[src/rtl/axis_packet_arbiter_pkg.sv]
// Shared types for the packet arbiter: FSM state encoding.
package axis_packet_arbiter_pkg;

  typedef enum logic {
    ST_IDLE  = 1'b0,
    ST_GRANT = 1'b1
  } state_e;

endpackage

[src/rtl/axis_rr_select.sv]
// Combinational round-robin pick: first asserted request searching upward from ptr+1.
module axis_rr_select #(
  parameter int INPUTS    = 4,
  parameter int IDX_WIDTH = 2
) (
  input  logic [INPUTS-1:0]    req,
  input  logic [IDX_WIDTH-1:0] ptr,
  output logic [IDX_WIDTH-1:0] gnt_idx,
  output logic                 gnt_vld
);

  logic [IDX_WIDTH-1:0] idx;

  // Walk the offsets from farthest to nearest so the nearest requester wins.
  always_comb begin
    gnt_idx = '0;
    gnt_vld = 1'b0;
    idx     = '0;
    for (int k = INPUTS; k >= 1; k--) begin
      idx = IDX_WIDTH'((int'(ptr) + k) % INPUTS);
      if (req[idx]) begin
        gnt_idx = idx;
        gnt_vld = 1'b1;
      end
    end
  end

endmodule

[src/rtl/axis_packet_arbiter.sv]
// Round-robin AXI-Stream packet arbiter: grants whole packets of cfg_data+1 beats,
// generates tlast and tags each beat with its source index on tuser.
module axis_packet_arbiter
  import axis_packet_arbiter_pkg::*;
#(
  parameter int AXIS_TDATA_WIDTH = 32,
  parameter int CNTR_WIDTH       = 32,
  parameter int INPUTS           = 4,
  parameter int IDX_WIDTH        = 2
) (
  input  logic                               aclk,
  input  logic                               aresetn,
  input  logic [CNTR_WIDTH-1:0]              cfg_data,
  output logic [CNTR_WIDTH-1:0]              sts_data,
  output logic [INPUTS-1:0]                  s_axis_tready,
  input  logic [INPUTS*AXIS_TDATA_WIDTH-1:0] s_axis_tdata,
  input  logic [INPUTS-1:0]                  s_axis_tvalid,
  input  logic                               m_axis_tready,
  output logic [AXIS_TDATA_WIDTH-1:0]        m_axis_tdata,
  output logic                               m_axis_tvalid,
  output logic                               m_axis_tlast,
  output logic [IDX_WIDTH-1:0]               m_axis_tuser
);

  state_e                state_q;
  logic [IDX_WIDTH-1:0]  grant_q;
  logic [IDX_WIDTH-1:0]  ptr_q;
  logic [CNTR_WIDTH-1:0] cnt_q;
  logic [CNTR_WIDTH-1:0] len_q;
  logic [CNTR_WIDTH-1:0] sts_q;

  logic [IDX_WIDTH-1:0]  pick_idx;
  logic                  pick_vld;
  logic                  granted;
  logic                  hs;

  axis_rr_select #(
    .INPUTS    (INPUTS),
    .IDX_WIDTH (IDX_WIDTH)
  ) u_rr_select (
    .req     (s_axis_tvalid),
    .ptr     (ptr_q),
    .gnt_idx (pick_idx),
    .gnt_vld (pick_vld)
  );

  assign granted       = (state_q == ST_GRANT);
  assign m_axis_tdata  = s_axis_tdata[grant_q*AXIS_TDATA_WIDTH +: AXIS_TDATA_WIDTH];
  assign m_axis_tvalid = granted & s_axis_tvalid[grant_q];
  assign m_axis_tlast  = granted & (cnt_q == len_q);
  assign m_axis_tuser  = grant_q;
  assign sts_data      = sts_q;
  assign hs            = m_axis_tvalid & m_axis_tready;

  // Only the granted input sees downstream ready; everyone else is held off.
  always_comb begin
    s_axis_tready = '0;
    if (granted) s_axis_tready[grant_q] = m_axis_tready;
  end

  always_ff @(posedge aclk or negedge aresetn) begin
    if (!aresetn) begin
      state_q <= ST_IDLE;
      grant_q <= '0;
      ptr_q   <= IDX_WIDTH'(INPUTS - 1);
      cnt_q   <= '0;
      len_q   <= '0;
      sts_q   <= '0;
    end else begin
      case (state_q)
        ST_IDLE: begin
          if (pick_vld) begin
            grant_q <= pick_idx;
            ptr_q   <= pick_idx;
            len_q   <= cfg_data;
            state_q <= ST_GRANT;
          end
        end
        ST_GRANT: begin
          if (hs) begin
            if (m_axis_tlast) begin
              cnt_q   <= '0;
              sts_q   <= sts_q + 1'b1;
              state_q <= ST_IDLE;
            end else begin
              cnt_q <= cnt_q + 1'b1;
            end
          end
        end
        default: state_q <= ST_IDLE;
      endcase
    end
  end

endmodule

[config.mk]
export PLATFORM = sky130hd
export DESIGN_NAME = axis_packet_arbiter
export DESIGN_NICKNAME = d
export VERILOG_FILES = /design/src/rtl/axis_packet_arbiter_pkg.sv /design/src/rtl/axis_rr_select.sv /design/src/rtl/axis_packet_arbiter.sv
export SDC_FILE = /design/constraint.sdc
export NUM_CORES = 1
export LEC_CHECK = 0
export CAP_MARGIN = 20
export CORE_MARGIN = 2
export CORE_UTILIZATION = 40
export CTS_CLUSTER_DIAMETER = 30
export DETAILED_ROUTE_END_ITERATION = 8
export PLACE_DENSITY = 0.78
export SLEW_MARGIN = 20
export SYNTH_ARGS = -nofsm -noshare
export SYNTH_HDL_FRONTEND = slang
export SYNTH_SLANG_ARGS = --single-unit
[constraint.sdc]
create_clock -name aclk -period 2.15 [get_ports aclk]
set_clock_uncertainty 0.1 [all_clocks]
set_input_delay 0.43 -clock aclk [delete_from_list [all_inputs] [get_ports aclk]]
set_output_delay 0.43 -clock aclk [all_outputs]
set_load 0.01 [all_outputs]
==> results of run 1 <==
[area by class of cell]
class | instances | area [sq um] | area share
Sequential cell | 101 | 2530 | 0.231
Clock buffer | 9 | 225 | 0.0205
Multi-Input combinational cell | 443 | 3890 | 0.355
Timing Repair Buffer | 390 | 3920 | 0.358
Inverter | 18 | 67.6 | 0.00616
Tap cell | 184 | 230 | 0.0210
Clock inverter | 7 | 81.3 | 0.00742
Antenna cell | 7 | 17.5 | 0.00160
[how the worst max path moves through the flow]
stage	endpoint	start	cells past startpoint
4_1_cts	m_axis_tlast	len_q[11]	6
3_5_place_dp	m_axis_tlast	len_q[20]	6
5_1_grt	m_axis_tlast	len_q[27]	6
2_1_floorplan	m_axis_tlast	cnt_q[20]	6
3_3_place_gp	m_axis_tlast	len_q[27]	6
6_report	m_axis_tlast	cnt_q[11]	6
[sequential cells by signal, summed over array words and instances, names as in the netlist]
name	cells
cnt_q	32
len_q	32
sts_data	32
m_axis_tuser	2
ptr_q	2
granted	1
[what timing repair did]
action / in CTS / in global routing
endpoints found under the setup margin: 92 / 103
gates cloned: 3 / 3
buffers inserted: 27 / 18
hold buffers: 1 / 0
gates resized for setup: 252 / 77
pin swaps: 38 / 40
endpoints found under the hold margin: 10 / 0
[cell families after synthesis]
logic type,Yosys count,synth area share
muxes,36,0.128
AOI/OAI and AO/OA,22,0.0238
buffers and inverters,49,0.0362
DFF,101,0.425
and+or+nand+nor,292,0.250
adders and majority gates,2,0.00421
xor gates and xnor gates,90,0.133
[power by group through the flow]
stage	Clock [mW]	Sequential, mW	Combinational [mW]
after global placement	0	2.27	2.29
after global routing	1.79	2.27	3.02
after detailed placement	0	2.28	2.33
after CTS	1.71	2.23	2.63
after floorplan	0	2.23	1.12
final	1.71	2.25	2.84
[worst max-delay path, delay by kind of cell, from the launching register on]
kind,cells,cell delay [ps]
buf+inv,1,190
xor+xnor,1,160
flops,1,400
simple gates,4,950
[metal layers]
layer / vias up / part of all wire
li1: 2814 / -
met1: 3086 / 0.35
met2: 301 / 0.52
met3: 98 / 0.063
met4: 0 / 0.063
met5: - / 0
[cells in the final DEF, fill, tap and decap left out, drive strengths merged, types with 2 or more instances in the layout]
master,instances
a21boi,2
clkbuf,14
and3,3
xnor2,49
nor3,35
mux4,32
nor4,17
nand4,20
clkdlybuf4s50,198
nand2,122
a21o,4
nand3,25
buf,184
a21oi,4
inv,21
mux2i,3
or3,3
o21ai,7
or4,4
nor2,52
xor2,41
nor3b,2
dfrtp,99
nand2b,4
dfstp,2
diode,7
clkinv,3
ha,2
==> metrics.md, run 1 <==
| Metric | Value |
|---|---|
| Max clock buf depth | 2 |
| PnR Total Power | 6.80 mW |
| Fraction of registers with async set/reset | 1.00 |
| CP max FO | 2 |
| Critical path type | register to primary output |
| Met1 Usage GRT | 0.313 |
| Predominant post-synthesis flop cell | dfrtp_1 |
| Syn Nets | 761 |
| WP data required | 1620 ps |
| Core footprint | 14500 sq um |
| Grt met2 use | 0.501 |
| CP endpoint kind | primary output |
| Largest net degree at the start of global routing | 65 |
| Setup TNS Final | -17900 ps |
| Most frequent cell after synthesis | nand2_1 |
| Cells after Synth | 592 |
| RR Endpoint | sts_data[29] |
| RSZ-0062 raised after global routing | yes |
| Die height | 126 um |
| Yosys warnings | 0 |
| Gr ovfl total | 0 |
| Unique masters post-synth | 48 |
| GRT Total Usage | 0.277 |
| First-pass GRT wire length | 34200 um |
| Crit path time final | 2590 ps |
| Slowest cell on crit path | or4_4 |
| CTS H-tree depth | 3 |
| Root Buffer | clkbuf_16 |
| Initial antenna violation count | 6 |
| Filler cell count | 879 |
| Tightest Pin Transition | 615 ps |
| First-pass detailed-route iteration total | 5 |
| Fin worst setup slack | -442 ps |
| Fin. Hold Viols | 0 |
| Final clock period utilization by the worst path | 1.21 |
| Critical R2R Launch | len_q[5] |
| Final net count | 1132 |
| Flop pwr share | 0.331 |
| Die W | 126 um |
| Post-synth EDFFs | 0 |
| Vias | 6299 |
| Design Area, Final | 11000 sq um |
| Clock Power Share | 0.251 |
| Share of cells above drive strength 1 | 0.351 |
| Wire per inst | 21.1 um |
| CTS tree | built |
| Failing checks | negative setup slack |
| Iter 0 DRT Violations | 406 |
| Number of global-route vias before repair | 6360 |
| Final GP Congestion | 0.877 |
| Max Cap Violations | 0 |
| Critical path, cell by cell | xor2_1, or4_4, nor2_4, nand3_2, nor3_2, buf_2 |
| DR DRC count | 0 |
| CP startpoint kind | register |
| Clock Sinks | 101 |
| #FFs+latches synth | 101 |
| Cells on worst reg2reg path | 9 |
| Int Pwr | 4.70 mW |
| Max-slew headroom | 0.587 |
| Post-synth top area share | 0.416 |
| Syn Std Cell Area | 5950 sq um |
| Post-route ant nets | 0 |
| Row count | 44 |
| PwrDens | 621 nW/um^2 |
| Post-synth top area cell | dfrtp_1 |
| Final Routed Wirelength | 24400 um |
| Worst R2R Setup Slack | -400 ps |
| Met3 Track Usage GR | 0.0540 |
| Max Fclk | 386 MHz |
| Worst slack, placed | -525 ps |
| Combinational power share | 0.418 |
| Max-slew violations | 0 |
| Synth area leaders | dfrtp_1, mux4_2, nand2_1, xnor2_1, xor2_1 |
| Final hold slack | 353 ps |
| VDD IR max | 0.385 mV |
| P_sw | 2.10 mW |
| Skew-Pair Late Insertion Delay | 360 ps |
| Tightest Hold Check Type | primary input to asynchronous set/reset pin |
| Via density | 5.43 |
| Post-DP HPWL | 15900 um |
| Placed cell area | 9500 sq um |
| Area growth syn-to-layout | 84.3% |
| Io pins | 239 |
| Layout Cells excl Fill | 1159 |
| Port bufs | 238 |
| Mean post-synth cell area | 10.0 sq um |
| GRT busiest layer | met2 |
| Sw frac | 0.309 |
| TritonCTS Buffers | 9 |
| Max incr delay on CP | 550 ps |
| Die area | 15900 sq um |
| Final core utilization | 0.754 |
| Placed Cells | 1089 |
| CTS clk-pin slew, worst paths | 70 ps |
| Status | complete, but fails checks |
| Sequential fraction of the synthesis area | 0.425 |
| Final Setup Violations | 98 |
| Starting Density | 0.409 |
| Arr. time, crit path | 2060 ps |
| Post-synth top cells | nand2_1, dfrtp_1, nor2_1 |
| Leak | 5.22 nW |
Power figures use the tool's default switching activity.
==> run 2, diff against run 1 <==
CTS_CLUSTER_DIAMETER = not set   (was 30)
==> results of run 2 <==
Final layout, timing and power as in run 1 (identical DEF).
==> run 3, diff against run 2 <==
PLACE_DENSITY = not set   (was 0.78)
PLACE_DENSITY_LB_ADDON = 0.15   (was not set)
==> run 3 against run 2 <==
Against the previous run: register-to-register slack worse by 90 ps; the flow still finishes with violations (negative setup slack); critical path depth up 3; largest power group unchanged; sequential power about the same; critical endpoint is now sts_data[26]; global-route usage up 1.0 points; flip-flop and latch count unchanged; cell area down 0.25%; clock power up 2%.
==> metrics.md, run 3 (synthesized netlist as in run 1, its figures left out) <==
| Metric | Value |
|---|---|
| DR DRC count | 0 (unchanged) |
| Io pins | 239 (unchanged) |
| Max-slew violations | 0 (unchanged) |
| WP data required | 2320 ps (was 1620 ps) |
| CP max FO | 5 (was 2) |
| Critical path type | register to register (was register to primary output) |
| RR Endpoint | sts_data[26] (was sts_data[29]) |
| Skew-Pair Late Insertion Delay | 350 ps (was 360 ps) |
| Row count | 44 (unchanged) |
| Tightest Hold Check Type | register to register (was primary input to asynchronous set/reset pin) |
| Gr ovfl total | 0 (unchanged) |
| PwrDens | 620 nW/um^2 (was 621 nW/um^2) |
| CTS H-tree depth | 3 (unchanged) |
| M1 WL | 8590 um (was 8550 um) |
| Die area | 15900 sq um (unchanged) |
| Failing checks | negative setup slack (unchanged) |
| Cells on Worst Hold Path | 1 |
| Commonest non-fill, non-tap cell in the layout | clkdlybuf4s50_1 (unchanged) |
| RSZ-0062 raised after global routing | yes (unchanged) |
| Cells on worst reg2reg path | 9 (unchanged) |
| CP startpoint kind | register (unchanged) |
| Sw frac | 0.294 (was 0.309) |
| Most frequent cells in the layout | clkdlybuf4s50_1, nand2_1, dfrtp_1, buf_4, buf_6 (unchanged) |
| Starting Density | 0.409 (unchanged) |
| Combinational power share | 0.412 (was 0.418) |
| Largest net degree at the start of global routing | 51 (was 65) |
| Leak | 5.25 nW (was 5.22 nW) |
| Int Pwr | 4.79 mW (was 4.70 mW) |
| Max Fclk | 379 MHz (was 386 MHz) |
| Setup TNS Final | -17640 ps (was -17900 ps) |
| Critical R2R Launch | len_q[5] (unchanged) |
| Fin worst setup slack | -492 ps (was -442 ps) |
| Crit path time final | 2640 ps (was 2590 ps) |
| Wire per inst | 19.9 um (was 21.1 um) |
| Clock Sinks | 101 (unchanged) |
| Final core utilization | 0.752 (was 0.754) |
| Core footprint | 14500 sq um (unchanged) |
| CTS clk-pin slew, worst paths | 70 ps (about the same) |
| Final clock period utilization by the worst path | 1.23 (was 1.21) |
| WL met2 | 11900 um (was 12800 um) |
| Fin. Hold Viols | 0 (unchanged) |
| First-pass detailed-route iteration total | 5 (unchanged) |
| Max-slew headroom | 0.481 (was 0.587) |
| Max Cap Violations | 0 (unchanged) |
| Final GP Congestion | 0.914 (was 0.877) |
| Tightest Pin Transition | 776 ps (was 615 ps) |
| Layout Cells excl Fill | 1154 (was 1159) |
| First-pass GRT wire length | 35600 um (was 34200 um) |
| Final hold slack | 376 ps (was 353 ps) |
| Die W | 126 um (unchanged) |
| Placed cell area | 9490 sq um (was 9500 sq um) |
| Root Buffer | clkbuf_16 (unchanged) |
| Met3 wire length | 1400 um (was 1540 um) |
| Die height | 126 um (unchanged) |
| GRT Total Usage | 0.287 (was 0.277) |
| Final net count | 1132 (unchanged) |
| Arr. time, crit path | 2810 ps (was 2060 ps) |
| Number of global-route vias before repair | 6663 (was 6360) |
| CP endpoint kind | register (was primary output) |
| P_sw | 1.99 mW (was 2.10 mW) |
| Post-DP HPWL | 15700 um (was 15900 um) |
| Min-delay src | sts_data[31] |
| VDD IR max | 0.464 mV (was 0.385 mV) |
| Port bufs | 238 (unchanged) |
| WHS Endpoint | sts_data[31] |
| Placed Cells | 1087 (was 1089) |
| CTS tree | built (unchanged) |
| Initial antenna violation count | 3 (was 6) |
| Clock Power Share | 0.258 (was 0.251) |
| Share of cells above drive strength 1 | 0.342 (was 0.351) |
| Top layer in use | met4 (unchanged) |
| Worst R2R Setup Slack | -490 ps (was -400 ps) |
| Via density | 5.34 (was 5.43) |
| Design Area, Final | 10900 sq um (was 11000 sq um) |
| Status | complete, but fails checks (unchanged) |
| Vias | 6164 (was 6299) |
| TritonCTS Buffers | 9 (unchanged) |
| Area growth syn-to-layout | 83.8% (was 84.3%) |
| Post-route ant nets | 0 (unchanged) |
| Iter 0 DRT Violations | 367 (was 406) |
| Final Setup Violations | 98 (unchanged) |
| Filler cell count | 965 (was 879) |
| Final Routed Wirelength | 23000 um (was 24400 um) |
| Flop pwr share | 0.330 (was 0.331) |
| Max clock buf depth | 2 (unchanged) |
-- run 3: cell count changes in the layout (fill, tap and decap cells not counted), moves of 3 or more --
| cell | change |
|---|---|
| buf_2 | +3 |
| buf_4 | -4 |
| buf_6 | +3 |
| diode_2 | -4 |
| nand2_2 | +3 |
| nor2_1 | +7 |
| nor2_2 | -11 |
| nor2_4 | +4 |
| nor3_2 | -5 |
| nor3_4 | +3 |
-- run 3: critical path: stages (launching register included) --
cell and delay (ps):
dfrtp_1 390, xor2_1 180, or4_4 580, buf_6 150
buf_6 110, nor4_4 220, nand4_4 220, buf_4 210
nor3_4 190, xor2_1 200
-- run 3: layout make-up --
cell class              count  area, sq um  area share
clock inverters             4         72.6     0.00664
inverters                  18         67.6     0.00618
well taps                 184          230      0.0211
diodes                      3         7.51    0.000687
flip-flops and latches    101         2530       0.232
multi-input cells         443         3910       0.357
repair buffers            390         3880       0.355
clock buffers              11          243      0.0222
-- run 3: per-stage QoR --
| step | setup slack, ps | power (mW) |
|---|---|---|
| after floorplan | -106 | 3.35 |
| final | -492 | 6.78 |
| after global placement | -521 | 4.52 |
| after CTS | -431 | 6.67 |
| after detailed placement | -618 | 4.56 |
| after global routing | -531 | 7.07 |
-- run 3: power by group through the flow --
stage                     registers [mW]  clock network (mW)  logic, mW
final                               2.23                1.75       2.79
after global routing                2.25                1.85       2.97
after CTS                           2.23                1.78       2.66
after detailed placement            2.26                   0       2.30
after global placement              2.25                   0       2.26
after floorplan                     2.23                   0       1.12
-- run 3: per-layer routing --
layer  track usage  vias to the layer above
li1              -                     2804
met1         0.333                     3020
met2         0.512                      267
met3        0.0531                       73
met4         0.135                        0
met5             0                        -
-- run 3: repair_timing --
action                                  CTS  global route
resized for setup                       281            64
endpoints found under the setup margin  102           103
pin swaps                                70            34
cloned                                    8             0
hold buffers                              1             0
setup buffers                            44            10
hold endpoints to repair                 30             0
-- run 3: how the worst max path moves through the flow --
| stage | to | start | slack, ps | cells after the start |
|---|---|---|---|---|
| after floorplan | m_axis_tlast | cnt_q[20] | -110 | 6 |
| after global placement | m_axis_tlast | len_q[27] | -520 | 6 |
| after detailed placement | m_axis_tlast | len_q[27] | -620 | 6 |
| after CTS | m_axis_tlast | len_q[27] | -430 | 6 |
| after global routing | m_axis_tlast | len_q[20] | -530 | 6 |
| final | sts_data[26] | len_q[5] | -490 | 9 |
